File: src/rtl/hiscore_upload.sv
// hiscore_upload
//   Upload-side responder for the hiscore save path. Captures the hiscore
//   config table streamed on ioctl index 3. It then answers HPS upload byte
//   requests by mapping the linear save-file offset onto the table's scattered
//   game-RAM regions. The byte is read from game RAM and returned under an
//   ioctl_wait handshake.
//
// Ports
//   clk, reset        system clock, synchronous active-high reset
//   ioctl_download    HPS download active (config table on index 3)
//   ioctl_upload      HPS upload active
//   ioctl_wr          download byte strobe
//   ioctl_rd          upload byte request strobe (one cycle)
//   ioctl_addr        download offset / upload offset
//   ioctl_dout        download data
//   ioctl_index       ioctl file index
//   ioctl_din         upload data returned to HPS
//   ioctl_wait        high while a request is outstanding
//   ram_address       game-RAM read address
//   ram_read          one-cycle game-RAM read strobe
//   ram_data_in       game-RAM read data, RAM_LATENCY cycles after ram_read
//   upload_size       total save-file bytes (saturating sum of entry lengths)
//
// FSM states
//   state   | meaning
//   IDLE    | waiting for an upload byte request
//   SEEK    | walking table entries until one covers the requested offset
//   ISSUE   | ram_read pulse on the resolved game-RAM address
//   WAIT    | counting RAM_LATENCY, then capturing ram_data_in
//   DONE    | response valid on ioctl_din; drop ioctl_wait

module hiscore_upload #(
    parameter int RAM_AW      = 10,
    parameter int ENTRY_AW    = 4,
    parameter int RAM_LATENCY = 1
) (
    input  logic              clk,
    input  logic              reset,
    input  logic              ioctl_download,
    input  logic              ioctl_upload,
    input  logic              ioctl_wr,
    input  logic              ioctl_rd,
    input  logic [24:0]       ioctl_addr,
    input  logic [7:0]        ioctl_dout,
    input  logic [7:0]        ioctl_index,
    output logic [7:0]        ioctl_din,
    output logic              ioctl_wait,
    output logic [RAM_AW-1:0] ram_address,
    output logic              ram_read,
    input  logic [7:0]        ram_data_in,
    output logic [15:0]       upload_size
);

    localparam int ENTRIES = 1 << ENTRY_AW;
    localparam int CW      = ENTRY_AW + 1;   // counts 0..ENTRIES
    localparam int LW      = 2;              // RAM_LATENCY is 1..3

    typedef enum logic [2:0] {
        S_IDLE  = 3'd0,
        S_SEEK  = 3'd1,
        S_ISSUE = 3'd2,
        S_WAIT  = 3'd3,
        S_DONE  = 3'd4
    } state_t;

    state_t state_q;
    state_t state_d;

    // ------------------------------------------------------------------
    // Config table capture
    // ------------------------------------------------------------------
    logic [23:0]         base_mem [ENTRIES];
    logic [7:0]          len_mem  [ENTRIES];
    logic [CW-1:0]       entry_count;
    logic                dl_q;
    logic                cfg_sel;
    logic                cfg_wr;
    logic                dl_start;
    logic                rec_in_range;
    logic [ENTRY_AW-1:0] rec_n;
    logic [2:0]          rec_byte;
    logic [16:0]         size_sum;

    assign rec_n        = ioctl_addr[ENTRY_AW+2:3];
    assign rec_byte     = ioctl_addr[2:0];
    assign rec_in_range = (ioctl_addr[24:ENTRY_AW+3] == '0);
    assign cfg_sel      = (ioctl_index == 8'd3);
    assign cfg_wr       = ioctl_download & ioctl_wr & cfg_sel & rec_in_range;
    assign dl_start     = ioctl_download & ~dl_q & cfg_sel;
    assign size_sum     = {1'b0, upload_size} + {9'd0, ioctl_dout};

    // Table storage carries no reset: entries at or above entry_count are
    // never consulted, so stale contents are harmless.
    always_ff @(posedge clk) begin
        if (cfg_wr) begin
            case (rec_byte)
                3'd1:    base_mem[rec_n][23:16] <= ioctl_dout;
                3'd2:    base_mem[rec_n][15:8]  <= ioctl_dout;
                3'd3:    base_mem[rec_n][7:0]   <= ioctl_dout;
                3'd4:    len_mem[rec_n]         <= ioctl_dout;
                default: ;
            endcase
        end
    end

    always_ff @(posedge clk) begin
        if (reset) begin
            dl_q        <= 1'b0;
            entry_count <= '0;
            upload_size <= '0;
        end else begin
            dl_q <= ioctl_download;
            if (dl_start) begin
                entry_count <= '0;
                upload_size <= '0;
            end else if (cfg_wr && rec_byte == 3'd4) begin
                // Records arrive in ascending order, so the latest length
                // byte also defines the table size.
                entry_count <= CW'(rec_n) + CW'(1);
                upload_size <= size_sum[16] ? 16'hFFFF : size_sum[15:0];
            end
        end
    end

    // ------------------------------------------------------------------
    // Upload cursor and address resolution
    // ------------------------------------------------------------------
    logic [15:0]   off_q;
    logic [15:0]   cur_start;
    logic [CW-1:0] cur_entry;
    logic [7:0]    cur_len;
    logic [23:0]   cur_base;
    logic [16:0]   cur_end;
    logic [15:0]   rel_off;
    logic [23:0]   ram_addr_full;
    logic          seek_end;
    logic          seek_hit;
    logic          req_accept;
    logic [LW-1:0] lat_cnt;
    logic          unused_addr_hi;

    assign cur_len        = len_mem[cur_entry[ENTRY_AW-1:0]];
    assign cur_base       = base_mem[cur_entry[ENTRY_AW-1:0]];
    assign cur_end        = {1'b0, cur_start} + {9'd0, cur_len};
    assign seek_end       = (cur_entry >= entry_count);
    assign seek_hit       = ({1'b0, off_q} < cur_end);
    assign rel_off        = off_q - cur_start;
    assign ram_addr_full  = cur_base + {8'd0, rel_off};
    assign req_accept     = ioctl_rd & ioctl_upload;
    assign unused_addr_hi = ^ram_addr_full[23:RAM_AW];

    // ------------------------------------------------------------------
    // FSM: state register
    // ------------------------------------------------------------------
    always_ff @(posedge clk) begin
        if (reset) begin
            state_q <= S_IDLE;
        end else begin
            state_q <= state_d;
        end
    end

    // ------------------------------------------------------------------
    // FSM: next state. A falling ioctl_upload aborts from any busy state.
    // ------------------------------------------------------------------
    always_comb begin
        state_d = state_q;
        case (state_q)
            S_IDLE: begin
                if (req_accept) begin
                    state_d = S_SEEK;
                end
            end
            S_SEEK: begin
                if (!ioctl_upload) begin
                    state_d = S_IDLE;
                end else if (seek_end) begin
                    state_d = S_DONE;
                end else if (seek_hit) begin
                    state_d = S_ISSUE;
                end
            end
            S_ISSUE: begin
                state_d = ioctl_upload ? S_WAIT : S_IDLE;
            end
            S_WAIT: begin
                if (!ioctl_upload) begin
                    state_d = S_IDLE;
                end else if (lat_cnt == '0) begin
                    state_d = S_DONE;
                end
            end
            S_DONE: begin
                state_d = S_IDLE;
            end
            default: begin
                state_d = S_IDLE;
            end
        endcase
    end

    // ------------------------------------------------------------------
    // FSM: outputs decoded from the state register
    // ------------------------------------------------------------------
    always_comb begin
        ioctl_wait = 1'b0;
        ram_read   = 1'b0;
        if (state_q != S_IDLE) begin
            ioctl_wait = 1'b1;
        end
        if (state_q == S_ISSUE) begin
            ram_read = 1'b1;
        end
    end

    // ------------------------------------------------------------------
    // Datapath: cursor, RAM address, latency counter, returned byte
    // ------------------------------------------------------------------
    always_ff @(posedge clk) begin
        if (reset) begin
            off_q       <= '0;
            cur_entry   <= '0;
            cur_start   <= '0;
            ram_address <= '0;
            ioctl_din   <= '0;
            lat_cnt     <= '0;
        end else begin
            case (state_q)
                S_IDLE: begin
                    if (req_accept) begin
                        off_q <= ioctl_addr[15:0];
                        // The cursor only walks forward; rewind for earlier offsets.
                        if (ioctl_addr[15:0] < cur_start) begin
                            cur_entry <= '0;
                            cur_start <= '0;
                        end
                    end
                end
                S_SEEK: begin
                    if (ioctl_upload) begin
                        if (seek_end) begin
                            ioctl_din <= 8'h00;
                        end else if (seek_hit) begin
                            // Address is registered here so it is stable for
                            // the whole ISSUE cycle in which ram_read is high.
                            ram_address <= ram_addr_full[RAM_AW-1:0];
                        end else begin
                            cur_start <= cur_end[15:0];
                            cur_entry <= cur_entry + CW'(1);
                        end
                    end
                end
                S_ISSUE: begin
                    lat_cnt <= LW'(RAM_LATENCY - 1);
                end
                S_WAIT: begin
                    if (ioctl_upload) begin
                        if (lat_cnt == '0) begin
                            ioctl_din <= ram_data_in;
                        end else begin
                            lat_cnt <= lat_cnt - LW'(1);
                        end
                    end
                end
                default: ;
            endcase
        end
    end

endmodule

File: config.mk
export PLATFORM = sky130hd
export DESIGN_NAME = hiscore_upload
export DESIGN_NICKNAME = d
export VERILOG_FILES = /design/src/rtl/hiscore_upload.sv
export SDC_FILE = /design/constraint.sdc
export NUM_CORES = 1
export LEC_CHECK = 0
export BUFFER_PORTS_ARGS = -buffer_cell sky130_fd_sc_hd__buf_2
export CAP_MARGIN = 10
export CORE_MARGIN = 2
export CORE_UTILIZATION = 55
export DETAILED_ROUTE_END_ITERATION = 10
export PLACE_DENSITY = 0.83
export SLEW_MARGIN = 20
export SYNTH_ARGS = -nofsm -noshare
export SYNTH_HDL_FRONTEND = slang
export SYNTH_SLANG_ARGS = --single-unit
File: constraint.sdc
create_clock -name clk -period 10.21 [get_ports clk]
set_input_delay 1.021 -clock clk [delete_from_list [all_inputs] [get_ports clk]]
set_output_delay 1.021 -clock clk [all_outputs]
set_load 0.1 [all_outputs]
* Word-level counts from Yosys, hierarchy flattened *
Memory sizes are Yosys's and may differ from the RTL's. A register that Yosys moved wholly into a read port is not among the register bits.
Index checks and enable logic that the tools add are counted.

storage, ports and cells
  flip-flop bits (word level) = 82
  bits in writable memories = 512
  memories = 2

memories
  name      depth  bits a word  read ports  clocked after Yosys merged registers in  wr ports  line  text
  base_mem  16     24           1           1                                        1         72    logic [23:0] base_mem [ENTRIES];
  len_mem   16     8            1           1                                        1         73    logic [7:0] len_mem [ENTRIES];

operators by class
  $add $sub $neg = 7
  order comparisons = 3
  equal/unequal tests = 19
  multiplexer cells = 47
  bitwise logic cells = 8
  reduce and logical (&&, ||, !) cells = 15

operator list
  kind                                                                    count
  16-bit two-way mux                                                      6
  16-bit by 8-bit adder with 17-bit output                                2
  8-bit two-way mux                                                       4
  16-bit one-hot mux with 2 select lines                                  1
  5-bit two-way mux                                                       5
  18-bit zero test                                                        1
  3-bit two-way mux                                                       6
  2-bit inequality test (second input constant)                           9
  16-bit by 17-bit less-than comparator with 1-bit output                 1
  16-bit less-than comparator                                             1
  4-bit two-way mux                                                       4
  8-bit one-hot mux with 2 select lines                                   1
  1-bit two-way mux                                                       14
  3-bit by 2-bit equality test with 1-bit output (second input constant)  4
  3-bit one-hot mux with 4 select lines                                   1
  10-bit adder                                                            1
  5-bit one-hot mux with 2 select lines                                   1
  10-bit subtractor                                                       1
  8-bit by 2-bit equality test with 1-bit output (second input constant)  1
  1-bit bitwise AND                                                       6
  3-bit by 1-bit equality test with 1-bit output (second input constant)  2
  2-bit two-way mux                                                       3
  3-bit AND reduction                                                     2
  6-bit AND reduction                                                     1
  18 further kinds                                                        21

* Longest topological paths before layout *
Gate-level depths: netlist (run 1).

  depth after elaboration = 8
  depth in mapped cells = 22

* Worst setup path before layout (run 1) *
Ideal clock, no wire load.

  path kind = flip-flop to flip-flop
  start = register (tool-made name)
  end = register ram_address[4]
  arrival = 6.024 ns
  data required time = 10.082 ns
  setup slack = 4.058 ns
  stages on the path, launching flop included = 21
  buffers on the path = 4
  path through = dfxtp_1 > clkbuf_1 > buf_2 > buf_1 > mux4_2 > mux4_2 > ha_1 > fa_1 > a211oi_1 > nor2_1 > o21a_1 > xnor2_1 > ha_1 > and2_0 > a221o_1 > a221oi_1 > o211ai_1 > a21oi_1 > clkbuf_1 > mux2i_1 > nor2_1

RTL lines
  what                    line  text
  end signal: assignment  246   ram_address <= ram_addr_full[RAM_AW-1:0];
  end: declaration        48    output logic [RAM_AW-1:0] ram_address,

==> flow_metrics.tcl, run 1 <==
set metrics [dict create \
    wl_per_cell_microns 24.2 \
    crit_path_max_fanout 45 \
    first_pass_iters 8 \
    slew_headroom 0.287 \
    ys_seq_elements 374 \
    p_total_mw 3.05 \
    drive_above_1_share 0.196 \
    crit_required_ns 10.60 \
    cts_setup_buffers 0 \
    cts_hold_buffers 0 \
    antenna_found_initial 0 \
    final_area_sq_um 18900 \
    synth_cells 1185 \
    tritoncts "yes" \
    coreArea_sq_um 30400 \
    ant_nets 0 \
    fmax_mhz 142 \
    vias_per_cell 6.31 \
    syn_nets 1318 \
    setup_violations 0 \
    fin_crit_sh 0.690 \
    antenna_cells 0 \
    cts_root_buf "clkbuf_16" \
    powerDensity_nw_per_um2 162 \
    status "finished clean" \
    ys_seq_area_frac 0.614 \
    cts_inserted_buffers 39 \
    grt-ovfl-total 0 \
    critical_path_arrival_ns 7.43 \
    syn_avg_cell_area_sq_um 14.2 \
    synthDistinctLibCells 61 \
    dp_hpwl_microns 26600 \
    irDropWorstVdd_mv 0.108 \
    grt_use_total 0.262 \
    yosysWarningCount 0 \
    post-route-util 0.620 \
    placed_area_sq_um 17700 \
    clkLatencyLatePin_ns 0.53 \
    tightest_slew_ns 1.07 \
    period_needed_ns 7.04 \
    grt_pass1_wl_microns 62300 \
    synth_edf_count 288 \
    grt_pass1_vias 10717 \
    syn_to_final_growth_pct 11.8 \
    portBuffers 90 \
    crit_type "flip-flop to flip-flop" \
    vias 10713 \
    tns_ns 0 \
    endpoint_kind "flip-flop" \
    post-route-drc-count 0 \
    dr.max_layer_used "met4" \
    n_fill_cell 2173 \
    die_x_microns 179 \
    ioPinCount 91 \
    synth_area_sq_um 16900 \
    cts_sinks 374 \
    grt_max_degree 73 \
    slew_viol_final 0 \
    die_h_microns 179 \
    start_util 0.555 \
    drt_wl_total_microns 41100 \
    rsz0062_at_grt "no" \
    cts.reportedPaths.clkPinSlew_ns 0.06 \
    async_flop_share 0 \
    hp-class "flip-flop to flip-flop" \
    power.static_leakage_nw 6.44 \
    cp-start-kind "flip-flop" \
    drtIter0Drc 1213 \
    synth_ff_type "edfxtp_1" \
    finalHoldViolCount 0 \
    die-area_sq_um 32100 \
    wl_met3_microns 3630 \
    cts_buffer_depth 3 \
    htree_num_levels 2 \
    wl_met1_microns 15600 \
    maxCapViolCount 0 \
    row_count 64 \
    wl_met2_microns 20700 \
    fin_skew_ns 0.0175 \
    fin_nets 1407 \
    cts_resized 0 \
    gp_congestion 0.895 \
]
[flip-flops by register name, summed over array words and instances (netlist names), named ones only]
name         count
base_mem       160
len_mem        128
cur_start       16
off_q           16
upload_size     16
ram_address     10
ioctl_din        8
cur_entry        5
entry_count      5
state_q          3
lat_cnt          2
dl_q             1
[worst paths after layout]
| check | from | to | slack (ns) | depth (start not counted) |
|---|---|---|---|---|
| max | flip-flop | flip-flop | 3.17 | 16 |
| max reg2reg | flip-flop | flip-flop | 3.17 | 16 |
| min reg2reg | lat_cnt[0] | lat_cnt[0] | 0.47 | 2 |
| min | lat_cnt[0] | lat_cnt[0] | 0.47 | 2 |
[through the flow]
stage	cells	hold WS [ns]	setup slack [ns]
after CTS	1698	0.471	3.19
after global placement	1629	0.443	3.41
after global routing	1698	0.486	2.63
after floorplan	1185	0.432	4.06
after detailed placement	1629	0.459	3.25
final	1698	0.471	3.17
[layout make-up]
| class | instances | area (sq um) | area share |
|---|---|---|---|
| Clock buffer | 47 | 1030 | 0.0545 |
| Clock inverter | 22 | 119 | 0.00630 |
| Inverter | 76 | 285 | 0.0151 |
| Multi-Input combinational cell | 681 | 6020 | 0.319 |
| Sequential cell | 374 | 10400 | 0.550 |
| Tap cell | 396 | 495 | 0.0263 |
| Timing Repair Buffer | 102 | 541 | 0.0287 |
[metal layers]
layer | vias to the layer above | global-route usage
li1 | 4707 | -
met1 | 5314 | 0.337
met2 | 599 | 0.448
met3 | 93 | 0.0505
met4 | 0 | 0.0880
met5 | - | 0
[cells by family after synthesis]
logic type	synth area share
xor+xnor	0.0166
flops	0.614
mux	0.124
buf+inv	0.0291
compound gates	0.0709
simple gates	0.0820
fa+ha+maj	0.0627
[critical path: stages, from the launching register on]
cell      delay (ns)
dfxtp_4         0.94
buf_4           0.62
mux4_2          0.58
mux4_2          0.53
fa_1            0.49
a211oi_1        0.32
nor2_1          0.12
o21a_1          0.29
xnor2_1         0.16
ha_1            0.30
and2_0          0.19
a221o_1         0.30
a221oi_1        0.28
o211ai_1        0.16
nand3b_1        0.45
nand2_1         0.57
o311ai_0        0.55
[synthesized netlist by cell type (16+ instances only)]
cell type	count	area, sq um
nand2_1	81	304
nand4_1	16	100
nand3_1	16	80.1
o21ai_0	31	155
nor2_1	106	398
a21oi_1	48	240
clkbuf_1	45	169
edfxtp_1	288	8650
dfxtp_1	86	1720
inv_1	76	285
ha_1	67	838
xnor2_1	24	210
mux4_2	90	2030
[cell usage in the layout, fill, tap and decap left out, types with 7 or more instances in the layout]
| cell | instances |
|---|---|
| clkbuf_16 | 40 |
| nand2_1 | 81 |
| nor2_1 | 105 |
| mux2i_1 | 7 |
| fa_1 | 11 |
| o21ai_0 | 30 |
| and3_1 | 7 |
| xor2_1 | 8 |
| a21o_1 | 14 |
| nor3_1 | 11 |
| mux4_2 | 90 |
| a31oi_1 | 15 |
| nand2b_1 | 7 |
| a211oi_1 | 10 |
| buf_2 | 90 |
| or4_1 | 9 |
| clkinv_2 | 9 |
| xnor2_1 | 24 |
| clkbuf_1 | 7 |
| nor2b_1 | 9 |
| nand3_1 | 16 |
| o311ai_0 | 8 |
| inv_1 | 76 |
| o31ai_1 | 12 |
| buf_4 | 12 |
| a22oi_1 | 8 |
| edfxtp_1 | 288 |
| a21oi_1 | 48 |
| dfxtp_1 | 84 |
| nand4_1 | 16 |
| clkinv_1 | 10 |
| ha_1 | 67 |
[power by group]
| group | total, mW | leakage [nW] | switching, mW | internal [mW] |
|---|---|---|---|---|
| logic | 0.113 | 2.59 | 0.0762 | 0.0365 |
| clock network | 1.29 | 0.570 | 0.574 | 0.719 |
| registers | 1.64 | 3.28 | 0.00388 | 1.64 |
| total | 3.05 | 6.44 | 0.654 | 2.39 |
(Power assumes the default switching activity.)
==> run 2: changes to the inputs <==
- PLACE_DENSITY: 0.83 -> 0.86
- clock period: 10.21 -> 5.9 ns (I/O delays scaled with it)
==> run 2 against run 1 <==
Effect of this change:
- global-route usage is 0.083 points higher
- first-iteration DRC count is 14% lower
- sequential share of layout area is 0.48 points lower
- worst hold slack worse by 0.16 ns
- sequential power is 73% higher
- clock skew is 0.0074 ns higher
- critical path depth stayed put
==> flow_metrics.tcl, run 2 (synthesis gave the netlist of run 1 again) <==
set metrics [dict create \
    dpl_worst_slack_ns 0.414 \
    tritoncts "yes" \
    cp_slowest_cell "dfxtp_4" \
    coreArea_sq_um 30400 \
    row_count 64 \
    fin_ws_ns 0.426 \
    mostFrequentLayoutCells "288 x edfxtp_1, 106 x nor2_1, 90 x mux4_2, 90 x buf_2, 84 x dfxtp_1" \
    fin_cells 1707 \
    hp-class "input pin to flip-flop" \
    period_needed_ns 5.47 \
    powerDensity_nw_per_um2 286 \
    first_pass_iters 7 \
    maxCapViolCount 0 \
    grt_pass1_wl_microns 62200 \
    syn_to_final_growth_pct 12.7 \
    tns_ns 0 \
    crit_type "flip-flop to flip-flop" \
    power.static_leakage_nw 6.52 \
    grt_use_met3 0.0464 \
    drive_above_1_share 0.202 \
    grt_max_degree 71 \
    htree_num_levels 2 \
    dp_cells 1637 \
    finalHoldViolCount 0 \
    die_h_microns 179 \
    clkLatencyLatePin_ns 0.53 \
    tightest_slew_ns 1.00 \
    fin_skew_ns 0.0249 \
    endpoint_kind "flip-flop" \
    drt_wl_total_microns 41800 \
    busiest_layer "met2" \
    grt_pass1_vias 10542 \
    antenna_found_initial 0 \
    cts_setup_buffers 0 \
    post-route-util 0.625 \
    post-route-drc-count 0 \
    cts.reportedPaths.clkPinSlew_ns 0.06 \
    ant_nets 0 \
    cp-start-kind "flip-flop" \
    cts_sinks 374 \
    ioPinCount 91 \
    irDropWorstVdd_mv 0.220 \
    largest_reg_flops 160 \
    crit_required_ns 6.30 \
    portBuffers 90 \
    antenna_cells 0 \
    rsz0062_at_grt "no" \
    status "finished clean" \
    dp_hpwl_microns 27100 \
    use_met1 0.342 \
    fin_nets 1414 \
    wl_per_cell_microns 24.5 \
    vias 10889 \
    grt_use_total 0.263 \
    drtIter0Drc 1045 \
    final_common_cell "edfxtp_1" \
    gr-usage-met2 0.444 \
    critical_path_arrival_ns 5.88 \
    setup_violations 0 \
    top_regs "base_mem x160, len_mem x128" \
    cts_root_buf "clkbuf_16" \
    hp-start "ioctl_download" \
    gp_congestion 0.915 \
    cts_buffer_depth 3 \
    start_util 0.555 \
    cts_inserted_buffers 38 \
    fin_crit_sh 0.928 \
    crit_path_max_fanout 16 \
    cp_cell_sequence "buf_4 -> mux4_2 -> mux4_2 -> ha_1 -> or3_1 -> or2_2 -> o21a_1 -> xnor2_1 -> ha_1 -> and2_0 -> a221o_1 -> a221oi_1 -> o211ai_1 -> and3b_1 -> o2111a_1 -> a41o_1" \
    largest_register "base_mem" \
    fmax_mhz 183 \
    die_x_microns 179 \
    max_stage_delay_ns 0.55 \
    slew_viol_final 0 \
    vias_per_cell 6.38 \
    whs_ns 0.314 \
    grt-ovfl-total 0 \
    die-area_sq_um 32100 \
    slew_headroom 0.327 \
]
[run 2: path summary, 6_finish.rpt]
kind	end	cells after the start	slack, ns
worst min register to register	off_q[14]	2	0.47
worst min-delay path	dl_q	2	0.31
worst max-delay path	cur_start[0]	16	0.43
worst max register to register	cur_start[0]	16	0.43
[run 2: stage by stage]
step / instance area [sq um] / power, mW
final: 19000 / 5.44
after floorplan: 16900 / 3.00
after global placement: 17800 / 3.08
after CTS: 19000 / 5.45
after detailed placement: 17800 / 3.09
after global routing: 19000 / 5.56
[run 2: what timing repair did]
item                                    in CTS  in global routing
endpoints found under the setup margin       0                  1
gates resized for setup                      0                  1
hold buffers                                 0                  0
[run 2: metal layers]
metal	part of all wire	up-vias	routed length (microns)
met5	0	-	0
met4	0.037	0	1560
met3	0.094	116	3910
met2	0.49	668	20600
met1	0.38	5386	15700
li1	-	4719	-
[run 2: worst max-delay path: cells and delay by family, from the launching register on]
family	cells	cell delay (ns)
multiplexers	2	1.06
adder cells (fa/ha/maj)	2	0.53
buffers and inverters	1	0.23
AO/OA/AOI/OAI	6	1.53
XOR/XNOR	1	0.16
flip-flops	1	0.55
AND/OR/NAND/NOR	4	1.28
[run 2: where the power goes]
group          switching (mW)  total, mW  internal (mW)
combinational           0.133      0.196         0.0634
sequential            0.00664       2.84           2.84
clock                   0.997       2.40           1.40
total                    1.14       5.44           4.30
[run 2: area by class of cell]
| cell class | instances | area [sq um] |
|---|---|---|
| Fill cell | 2116 | 11400 |
| Sequential cell | 374 | 10400 |
| Multi-Input combinational cell | 681 | 6020 |
| Clock buffer | 54 | 1070 |
| Timing Repair Buffer | 110 | 613 |
| Tap cell | 396 | 495 |
| Inverter | 76 | 285 |
| Clock inverter | 16 | 174 |
